**src/rtl/sdram_slot_arbiter_if.sv**
```systemverilog
// Client-side bus of the SDRAM slot arbiter: per-port request bundles plus
// the shared completion and status signals returned to all clients.
interface sdram_slot_arbiter_if #(
  parameter int NUM_PORTS = 3
);
  logic [NUM_PORTS-1:0]    p_req;
  logic [NUM_PORTS-1:0]    p_we;
  logic [NUM_PORTS*20-1:0] p_addr;
  logic [NUM_PORTS*16-1:0] p_din;
  logic [NUM_PORTS*2-1:0]  p_ds;
  logic [NUM_PORTS-1:0]    p_ack;
  logic [15:0]             p_rdata;
  logic                    ready;

  // Client side: drives requests, sees acks, read data and ready.
  modport master (
    output p_req, p_we, p_addr, p_din, p_ds,
    input  p_ack, p_rdata, ready
  );

  // Arbiter side: samples requests, returns acks, read data and ready.
  modport slave (
    input  p_req, p_we, p_addr, p_din, p_ds,
    output p_ack, p_rdata, ready
  );
endinterface

```
**src/rtl/sdram_slot_arbiter.sv**
```systemverilog
// Slot sequencer and client arbiter in front of the 8-stage sync-driven
// SDRAM controller. One slot is 8 clocks; each slot serves at most one
// client, and idle slots turn into controller auto-refresh.
module sdram_slot_arbiter #(
  parameter int NUM_PORTS     = 3,
  parameter int ARB_MODE      = 1,
  parameter int REFRESH_EVERY = 8,
  parameter int INIT_SLOTS    = 40
) (
  input  logic                clk,
  input  logic                reset,
  sdram_slot_arbiter_if.slave cl,
  output logic                mem_init,
  output logic                mem_sync,
  output logic [19:0]         mem_addr,
  output logic [15:0]         mem_din,
  output logic [1:0]          mem_ds,
  output logic                mem_oe,
  output logic                mem_we,
  input  logic [15:0]         mem_dout
);

  localparam int PW = 2;
  localparam int SW = $clog2(INIT_SLOTS + 1) + 1;
  localparam int BW = $clog2(REFRESH_EVERY + 1) + 1;

  logic [2:0]           r_cnt;
  logic                 r_sync;
  logic                 r_init;
  logic                 r_ready;
  logic [SW-1:0]        r_slots;
  logic [BW-1:0]        r_busyRun;
  logic [PW-1:0]        r_rrPtr;
  logic                 r_gValid;
  logic [PW-1:0]        r_gPort;
  logic                 r_gWe;
  logic [19:0]          r_addr;
  logic [15:0]          r_din;
  logic [1:0]           r_ds;
  logic                 r_oe;
  logic                 r_we;
  logic [NUM_PORTS-1:0] r_ack;
  logic [15:0]          r_rdata;

  logic                 w_endSlot;
  logic                 w_found;
  logic [PW-1:0]        w_sel;
  logic                 w_forced;
  logic                 w_grant;
  logic                 w_selWe;
  logic [19:0]          w_selAddr;
  logic [15:0]          w_selDin;
  logic [1:0]           w_selDs;

  assign w_endSlot = (r_cnt == 3'd7);
  assign w_forced  = (r_busyRun == BW'(REFRESH_EVERY - 1));
  assign w_grant   = w_found && r_ready && !w_forced;
  assign w_selWe   = cl.p_we[w_sel];
  assign w_selAddr = cl.p_addr[20*int'(w_sel) +: 20];
  assign w_selDin  = cl.p_din[16*int'(w_sel) +: 16];
  assign w_selDs   = cl.p_ds[2*int'(w_sel) +: 2];

  // Pick the candidate port: lowest index in fixed mode, or the first
  // requester after the last granted port in round-robin mode.
  always_comb begin
    w_found = 1'b0;
    w_sel   = '0;
    if (ARB_MODE == 0) begin
      for (int i = NUM_PORTS - 1; i >= 0; i--) begin
        if (cl.p_req[i]) begin
          w_found = 1'b1;
          w_sel   = PW'(i);
        end
      end
    end else begin
      for (int k = NUM_PORTS; k >= 1; k--) begin
        if (cl.p_req[(int'(r_rrPtr) + k) % NUM_PORTS]) begin
          w_found = 1'b1;
          w_sel   = PW'((int'(r_rrPtr) + k) % NUM_PORTS);
        end
      end
    end
  end

  // Slot timing, init tracking, grant/refresh bookkeeping and the
  // controller command registers; everything slot-level moves on the edge ending cnt7.
  always_ff @(posedge clk) begin
    if (reset) begin
      r_cnt     <= 3'd0;
      r_sync    <= 1'b0;
      r_init    <= 1'b1;
      r_ready   <= 1'b0;
      r_slots   <= '0;
      r_busyRun <= '0;
      r_rrPtr   <= PW'(NUM_PORTS - 1);
      r_gValid  <= 1'b0;
      r_gPort   <= '0;
      r_gWe     <= 1'b0;
      r_addr    <= '0;
      r_din     <= '0;
      r_ds      <= '0;
      r_oe      <= 1'b0;
      r_we      <= 1'b0;
      r_ack     <= '0;
      r_rdata   <= '0;
    end else begin
      r_cnt  <= r_cnt + 3'd1;
      r_sync <= (r_cnt == 3'd7) || (r_cnt < 3'd3);
      r_init <= 1'b0;
      r_ack  <= '0;
      if (w_endSlot) begin
        if (r_gValid) begin
          r_ack[r_gPort] <= 1'b1;
          if (!r_gWe) begin
            r_rdata <= mem_dout;
          end
        end
        if (!r_ready) begin
          r_slots <= r_slots + SW'(1);
          if (r_slots == SW'(INIT_SLOTS - 1)) begin
            r_ready <= 1'b1;
          end
        end
        r_gValid <= w_grant;
        r_gPort  <= w_sel;
        r_gWe    <= w_selWe;
        if (w_grant) begin
          r_busyRun <= r_busyRun + BW'(1);
          r_addr    <= w_selAddr;
          r_din     <= w_selDin;
          r_ds      <= w_selDs;
          r_oe      <= !w_selWe;
          r_we      <= w_selWe;
          if (ARB_MODE != 0) begin
            r_rrPtr <= w_sel;
          end
        end else begin
          r_busyRun <= '0;
          r_addr    <= '0;
          r_din     <= '0;
          r_ds      <= '0;
          r_oe      <= 1'b0;
          r_we      <= 1'b0;
        end
      end
    end
  end

  assign mem_init   = r_init;
  assign mem_sync   = r_sync;
  assign mem_addr   = r_addr;
  assign mem_din    = r_din;
  assign mem_ds     = r_ds;
  assign mem_oe     = r_oe;
  assign mem_we     = r_we;
  assign cl.p_ack   = r_ack;
  assign cl.p_rdata = r_rdata;
  assign cl.ready   = r_ready;

endmodule

```
**src/flat_wrapper.sv**
```systemverilog
// flat-port wrapper written by rule: the top's interface ports become plain ports
module sdram_slot_arbiter_flat 
#(
  parameter int NUM_PORTS     = 3,
  parameter int ARB_MODE      = 1,
  parameter int REFRESH_EVERY = 8,
  parameter int INIT_SLOTS    = 40
)
  (clk, reset, mem_init, mem_sync, mem_addr, mem_din, mem_ds, mem_oe, mem_we, mem_dout, cl_p_req, cl_p_we, cl_p_addr, cl_p_din, cl_p_ds, cl_p_ack, cl_p_rdata, cl_ready);
  sdram_slot_arbiter_if #(.NUM_PORTS(NUM_PORTS)) cl_i ();
  input  logic clk;
  input  logic reset;
  output logic mem_init;
  output logic mem_sync;
  output logic [19:0] mem_addr;
  output logic [15:0] mem_din;
  output logic [1:0] mem_ds;
  output logic mem_oe;
  output logic mem_we;
  input  logic [15:0] mem_dout;
  input wire logic [$bits(cl_i.p_req)-1:0] cl_p_req;
  input wire logic [$bits(cl_i.p_we)-1:0] cl_p_we;
  input wire logic [$bits(cl_i.p_addr)-1:0] cl_p_addr;
  input wire logic [$bits(cl_i.p_din)-1:0] cl_p_din;
  input wire logic [$bits(cl_i.p_ds)-1:0] cl_p_ds;
  output wire logic [$bits(cl_i.p_ack)-1:0] cl_p_ack;
  output wire logic [$bits(cl_i.p_rdata)-1:0] cl_p_rdata;
  output wire logic [$bits(cl_i.ready)-1:0] cl_ready;
  assign cl_i.p_req = cl_p_req;
  assign cl_i.p_we = cl_p_we;
  assign cl_i.p_addr = cl_p_addr;
  assign cl_i.p_din = cl_p_din;
  assign cl_i.p_ds = cl_p_ds;
  assign cl_p_ack = cl_i.p_ack;
  assign cl_p_rdata = cl_i.p_rdata;
  assign cl_ready = cl_i.ready;
  sdram_slot_arbiter #(.NUM_PORTS(NUM_PORTS), .ARB_MODE(ARB_MODE), .REFRESH_EVERY(REFRESH_EVERY), .INIT_SLOTS(INIT_SLOTS)) u_core (.clk(clk), .reset(reset), .cl(cl_i), .mem_init(mem_init), .mem_sync(mem_sync), .mem_addr(mem_addr), .mem_din(mem_din), .mem_ds(mem_ds), .mem_oe(mem_oe), .mem_we(mem_we), .mem_dout(mem_dout));
endmodule
```
**config.mk**
```make
export PLATFORM = sky130hd
export DESIGN_NAME = sdram_slot_arbiter_flat
export DESIGN_NICKNAME = d
export VERILOG_FILES = /design/src/rtl/sdram_slot_arbiter_if.sv /design/src/rtl/sdram_slot_arbiter.sv /design/src/flat_wrapper.sv
export SDC_FILE = /design/constraint.sdc
export NUM_CORES = 1
export LEC_CHECK = 0
export ABC_AREA = 1
export CELL_PAD_IN_SITES_DETAIL_PLACEMENT = 1
export CELL_PAD_IN_SITES_GLOBAL_PLACEMENT = 2
export CORE_AREA = 2 2 143 145
export DETAILED_ROUTE_END_ITERATION = 8
export DIE_AREA = 0 0 145 147
export GPL_TIMING_DRIVEN = 0
export MAX_ROUTING_LAYER = met4
export PLACE_DENSITY_LB_ADDON = 0.1
export SYNTH_ARGS = -nofsm -noshare
export SYNTH_HDL_FRONTEND = slang
export SYNTH_SLANG_ARGS = --single-unit
export TNS_END_PERCENT = 30
```
**constraint.sdc**
```tcl
create_clock -name clk -period 5.6 [get_ports clk]
set_input_delay 0.84 -clock clk [delete_from_list [all_inputs] [get_ports clk]]
set_output_delay 0.84 -clock clk [all_outputs]
set_load 0.02 [all_outputs]
```
* Word level (Yosys, flattened, before mapping) *
Cells that the tools add are included.

cells by class
  $add $sub $neg = 6
  multipliers = 1
  div/mod/pow operators = 3
  order comparisons = 7
  equality and inequality tests = 3
  shift operators = 3
  mux-type cells = 28
  bitwise operators = 4
  reduce and logical (&&, ||, !) cells = 10

operators with widths
  operator                 count
  $lt A32 B4 Y1 const B    3
  $mod A32 B3 Y32 const B  3
  $shiftx A60 B32 Y20      1
  $shiftx A48 B7 Y16       1
  $mux W20                 1
  $mux W1                  16
  $mux W16                 1
  $bmux W1 S2              4
  $mux W2                  4
  $add A7 B1 Y7 const B    1
  $eq A7 B6 Y1 const B     1
  $add A2 B2 Y3 const B    2
  $lt A2 B3 Y1 const B     2
  $shiftx A6 B4 Y2         1
  $add A5 B1 Y5 const B    1
  $eq A5 B3 Y1 const B     1
  $mul A3 B2 Y5 const A    1
  $mux W5                  1
  $not A1 Y1               4
  $reduce_and A2 Y1        2
  $add A2 B1 Y3 const B    1
  $add A3 B1 Y3 const B    1
  $eq A3 B3 Y1 const B     1
  $logic_and A1 B1 Y1      3
  7 further kinds          8

storage, ports and cells
  bits in registers = 83
  bits of input ports = 138
  output and inout bits = 62
  word-level logic and storage cells = 82

* Longest topological paths before layout *
  word-level depth = 12
  depth in mapped cells = 16

* Worst setup path after synthesis *
OpenSTA, ideal clock, no wires.

  path type = in2reg
  start point = input cl_p_req[1]
  end point = register u_core.r_addr[8], in the netlist u_core.mem_addr[8]
  setup time = 0.131 ns
  arrival time = 1.943 ns
  data required time = 5.469 ns
  slack = 3.526 ns
  stages = 12
  buffers on the path = 2
  cells stage by stage = inv_1 -> nand2_1 -> nand3_2 -> nand2_2 -> inv_1 -> nand3_1 -> nand2_1 -> nand2_2 -> buf_6 -> buf_2 -> o211ai_1 -> a21oi_2

between the ends
  cells in the longest elaborated chain, start to end = 9
  elaborated cells between the ends (all ways) = 20
  classes of those cells = 1 x mul; 1 x shift; 16 x mux; 2 x reduce/logical

RTL lines
  element                                                     RTL line                                            RTL
  from (decl)                                                 flat_wrapper.sv:21                                  input wire logic [$bits(cl_i.p_req)-1:0] cl_p_req;
  $bmux W1 S2                                                 sdram_slot_arbiter.sv:77                            if (cl.p_req[(int'(r_rrPtr) + k) % NUM_PORTS]) begin
  $mux W1 (implied by the code) (2 in series)                 sdram_slot_arbiter.sv:77
  $mux W2 or $mux W1 (tied branches) (3 in series)            sdram_slot_arbiter.sv:77
  $mul A3 B2 Y5 or $logic_and A1 B1 Y1 (tied branches)        sdram_slot_arbiter.sv:59, sdram_slot_arbiter.sv:57
  $shiftx A60 B32 Y20 or $logic_and A1 B1 Y1 (tied branches)  sdram_slot_arbiter.sv:59, sdram_slot_arbiter.sv:57
  $mux W20 *                                                  sdram_slot_arbiter.sv:127                           if (w_grant) begin
  to (signal assigned)                                        sdram_slot_arbiter.sv:129                           r_addr <= w_selAddr;
  to (decl)                                                   sdram_slot_arbiter.sv:37                            logic [19:0] r_addr;

Every way passes the cells marked *; elsewhere a longest branch is shown, timed or not. The select of a mux whose other input is x is not followed.
A chain may end at the register's enable or synchronous reset.

* Worst setup path in the final report *
  start point = input cl_p_req[2]
  end point = register u_core.r_addr[5], in the netlist u_core.mem_addr[5]

Same word-level chain as after synthesis.

==> summary.md <==
| Metric | Value |
|---|---|
| Max Slew Vio Count | `0` |
| Final core utilization | `34.8%` |
| Clk_lat worst skew | `340 ps` |
| Layout Nets | `995` |
| Tot GR Track Use | `between 15 and 20%` |
| Global-route wire length before repair | `27000 microns` |
| H-tree depth | `3` |
| Ant diodes | `0` |
| CP Max Fanout | `10` |
| Die Wd | `145 microns` |
| Post-CTS setup buffer count | `0` |
| Flop pwr share | `between 40% and 50%` |
| I/O pin cnt | `200` |
| Post-Syn Nets | `just under 800` |
| Synth Warn # | `0` |
| Die height | `147 microns` |
| Final worst path period need | `2620 ps` |
| Int Power | `1.06 mW` |
| Hold Path Class | `reg2reg` |
| Fillers | `2450` |
| Critical path class | `in2reg` |
| Drc violations | `0` |
| Clk pwr share | `44.5%` |
| Max Freq | `382 MHz` |
| Synth area leader | `dfxtp_1` |
| Max-Cap Viols | `0` |
| Highest-count cells in the layout ignoring fill and taps | `199 x clkdlybuf4s50_1, 157 x nand2_1, 104 x inv_1` |
| Reg clk slew, reported paths | `60 ps` |
| Via/cell ratio | `approximately 4.3` |
| Critical path startpoint | `cl_p_req[2]` |
| Total iterations of the first detailed-routing run | `4` |
| Crit end category | `register` |
| CORE AREA | `19800 sq um` |
| Slew headroom | `57.0%` |
| Max stage delay on crit path | `between 500 and 600 ps` |
| # port buffers | `just under 200` |
| Peak supply drop | `approximately 140 uV` |
| Worst setup path endpoint | `u_core.mem_addr[5]` |
| Post-Route WL | `17200 microns` |
| Final hold viol count | `0` |
| R2R Path Start | `u_core.r_cnt[0]` |
| Slew of the pin with the lowest slew margin | `approximately 650 ps` |
| Critical-path cell list | `clkdlybuf4s50_1 -> nand3_1 -> nand2_1 -> nand2_1 -> nand2_1 -> nand2_1 -> inv_2 -> clkbuf_1 -> nand2_1 -> o21ai_2 -> inv_1 -> a21oi_1` |
| DR WL/cell | `approximately 15 microns` |
| Post-DP Area | `6620 sq um` |
| RSZ-0062 raised after global routing | `no` |
| Sequential share of the synthesized area | `between 30% and 40%` |
| CTS tree | `yes` |
| Initial antenna violation count | `0` |
| Crit path required time | `5870 ps` |
| Post-cts resize count | `0` |
| Number of cells on the critical path | `12` |
| P_leak | `2.68 nW` |
| Initial core utilization | `21.6%` |
| DIE AREA | `21300 sq um` |
| Gr ovfl total | `0` |
| Distinct cell type count after synthesis | `28` |
| Critical Path AT | `around 2900 ps` |
| Sw Pwr | `about 320 uW` |
| Worst r2r dst | `u_core.mem_addr[8]` |
| Startpoint Class | `input port` |
| Vias in the first global route | `5130` |
| FF+latch count, synth | `83` |
| Tcrit/Tclk final | `a little under half` |
| Row count | `52` |
| Combinational power share | `12.6%` |
| Register area | `1660 sq um` |
| Reg2reg path depth | `10` |
| Design area | `6910 sq um` |
| Post-synth top area share | `38.8%` |
| Post-synthesis instance area | `4290 sq um` |
| Root Buffer | `clkbuf_16` |
| Synth Instances | `around 640` |
| Final setup viols | `0` |
| Hold_buf cts | `0` |
| Multi-input logic area | `2020 sq um` |
| Switch share | `23.2%` |
| Fraction of layout instances using a drive strength above 1 | `6.45%` |
| Setup tns final | `0 ps` |
| Via Count | `~5000` |
| Cell repeated most along the worst path | `nand2_1` |
| Buffers & Inverters on Critical Path | `4` |
| Syn Area/Cell | `6.71 sq um` |
| Reg-to-reg setup timing slack | `3100 ps` |
| Detail Route Antenna Nets | `0` |
| Power Dens Cells | `201 nW/um^2` |
| CTS Buf Count | `9` |
| Detailed placement HPWL | `between 10000 and 15000 microns` |
| Gpl congestion | `0.795` |
| CP delay by family, top | `buffers and inverters` |
| Commonest non-fill, non-tap cell in the layout | `clkdlybuf4s50_1` |
| Crit path max-delay cell type | `clkdlybuf4s50_1` |
| Drt initial violations | `237` |
| Max clock buf depth | `2` |
| Area growth from synthesis to layout | `61.3%` |
| Status | `complete, no violations` |
| Clk_skew | `~9.7 ps` |
| Largest net degree at the start of global routing | `13` |
| Top post-synthesis cells by area | `dfxtp_1 39%, nand2_1 14%, inv_1 9.1%` |
| Sink Count | `83` |
[worst reg2reg max path, stage by stage, from the launching register on]
cell	delay, ps
dfxtp_1	330
ha_1	220
ha_1	180
buf_4	160
inv_1	110
clkbuf_1	520
clkbuf_1	530
nand2_1	100
o21ai_1	100
inv_1	60
a21oi_2	120
[state kept, by name, indices dropped and copies added (netlist names), 2 cells and up]
name	count
u_core.cl.p_rdata	16
u_core.r_cnt	3
u_core.mem_ds	2
u_core.cl.p_ack	3
u_core.r_gPort	2
u_core.r_busyRun	5
u_core.r_slots	7
u_core.mem_din	16
u_core.mem_addr	20
u_core.r_rrPtr	2
[area by class of cell]
class	instances	share of cell area [%]
multi-input combinational	410	29.2
timing repair buffer	199	28.8
sequential	83	24.0
inverter	109	5.92
tap	270	4.89
clock buffer	13	3.77
buffer	37	2.81
clock inverter	2	0.507
[layer usage]
layer / global-route usage [%] / routed length (microns) / share of wire [%]
met1: 19.9 / 7770 / 45
met5: - / 0 / 0
met4: 5.45 / 333 / 1.9
met2: 27.3 / 8170 / 48
met3: 3.85 / 883 / 5.1
[kinds of logic after synthesis]
| kind of cell | count (synthesis) | share of synthesized area (%) |
|---|---|---|
| AOI/OAI and AO/OA | 157 | 21.6 |
| xor gates and xnor gates | 2 | 0.409 |
| adders and majority gates | 8 | 2.34 |
| buffers and inverters | 146 | 14.1 |
| DFF | 83 | 38.8 |
| and+or+nand+nor | 243 | 22.8 |
[worst min-delay path by stage]
stage | cells after the start | from | endpoint | slack (ps)
after floorplan | 1 | u_core.r_cnt[0] | u_core.r_cnt[0] | 420
after global placement | 1 | u_core.r_cnt[0] | u_core.r_cnt[0] | 430
after detailed placement | 1 | u_core.r_cnt[0] | u_core.r_cnt[0] | 450
after CTS | 1 | u_core.r_cnt[0] | u_core.r_cnt[0] | 460
after global routing | 1 | u_core.r_cnt[0] | u_core.r_cnt[0] | 470
final | 1 | u_core.r_cnt[0] | u_core.r_cnt[0] | 450
[cells in the mapped netlist]
| cell type | number |
|---|---|
| buf_1 | 2 |
| a31oi_1 | 2 |
| dfxtp_1 | 83 |
| nand4_1 | 1 |
| inv_2 | 5 |
| xor2_1 | 2 |
| nand3_2 | 2 |
| a211oi_1 | 1 |
| nor3b_1 | 1 |
| o211ai_1 | 38 |
| buf_4 | 3 |
| nor2_2 | 1 |
| nand2_1 | 157 |
| inv_1 | 104 |
| buf_6 | 4 |
| a21oi_1 | 52 |
| or2_2 | 1 |
| clkbuf_1 | 17 |
| o21ai_1 | 11 |
| o21ai_0 | 42 |
| buf_2 | 11 |
| nor3_1 | 7 |
| a21oi_2 | 1 |
| ha_1 | 8 |
| o21ai_2 | 10 |
| nor2_1 | 52 |
| nand2_2 | 4 |
| nand3_1 | 17 |
[per-stage QoR]
stage | instances | power (mW) | setup slack [ps] | hold WS [ps]
CTS | 1123 | 1.41 | 2930 | 460
finish | 1123 | 1.39 | 2980 | 453
floorplan | 639 | 0.660 | 3530 | 417
detailed placement | 1108 | 0.784 | 2560 | 445
global placement | 1108 | 0.782 | 2630 | 429
global route | 1123 | 1.45 | 2730 | 469
[power groups by stage]
stage                     sequential [mW]  clock [mW]  combinational, mW
after floorplan                     0.609           0             0.0509
after global placement              0.608           0              0.174
final                               0.595       0.617              0.174
after CTS                           0.595       0.635              0.178
after global routing                0.595       0.663              0.191
after detailed placement            0.608           0              0.176
Note: power is estimated with default switching activity, not from simulation.
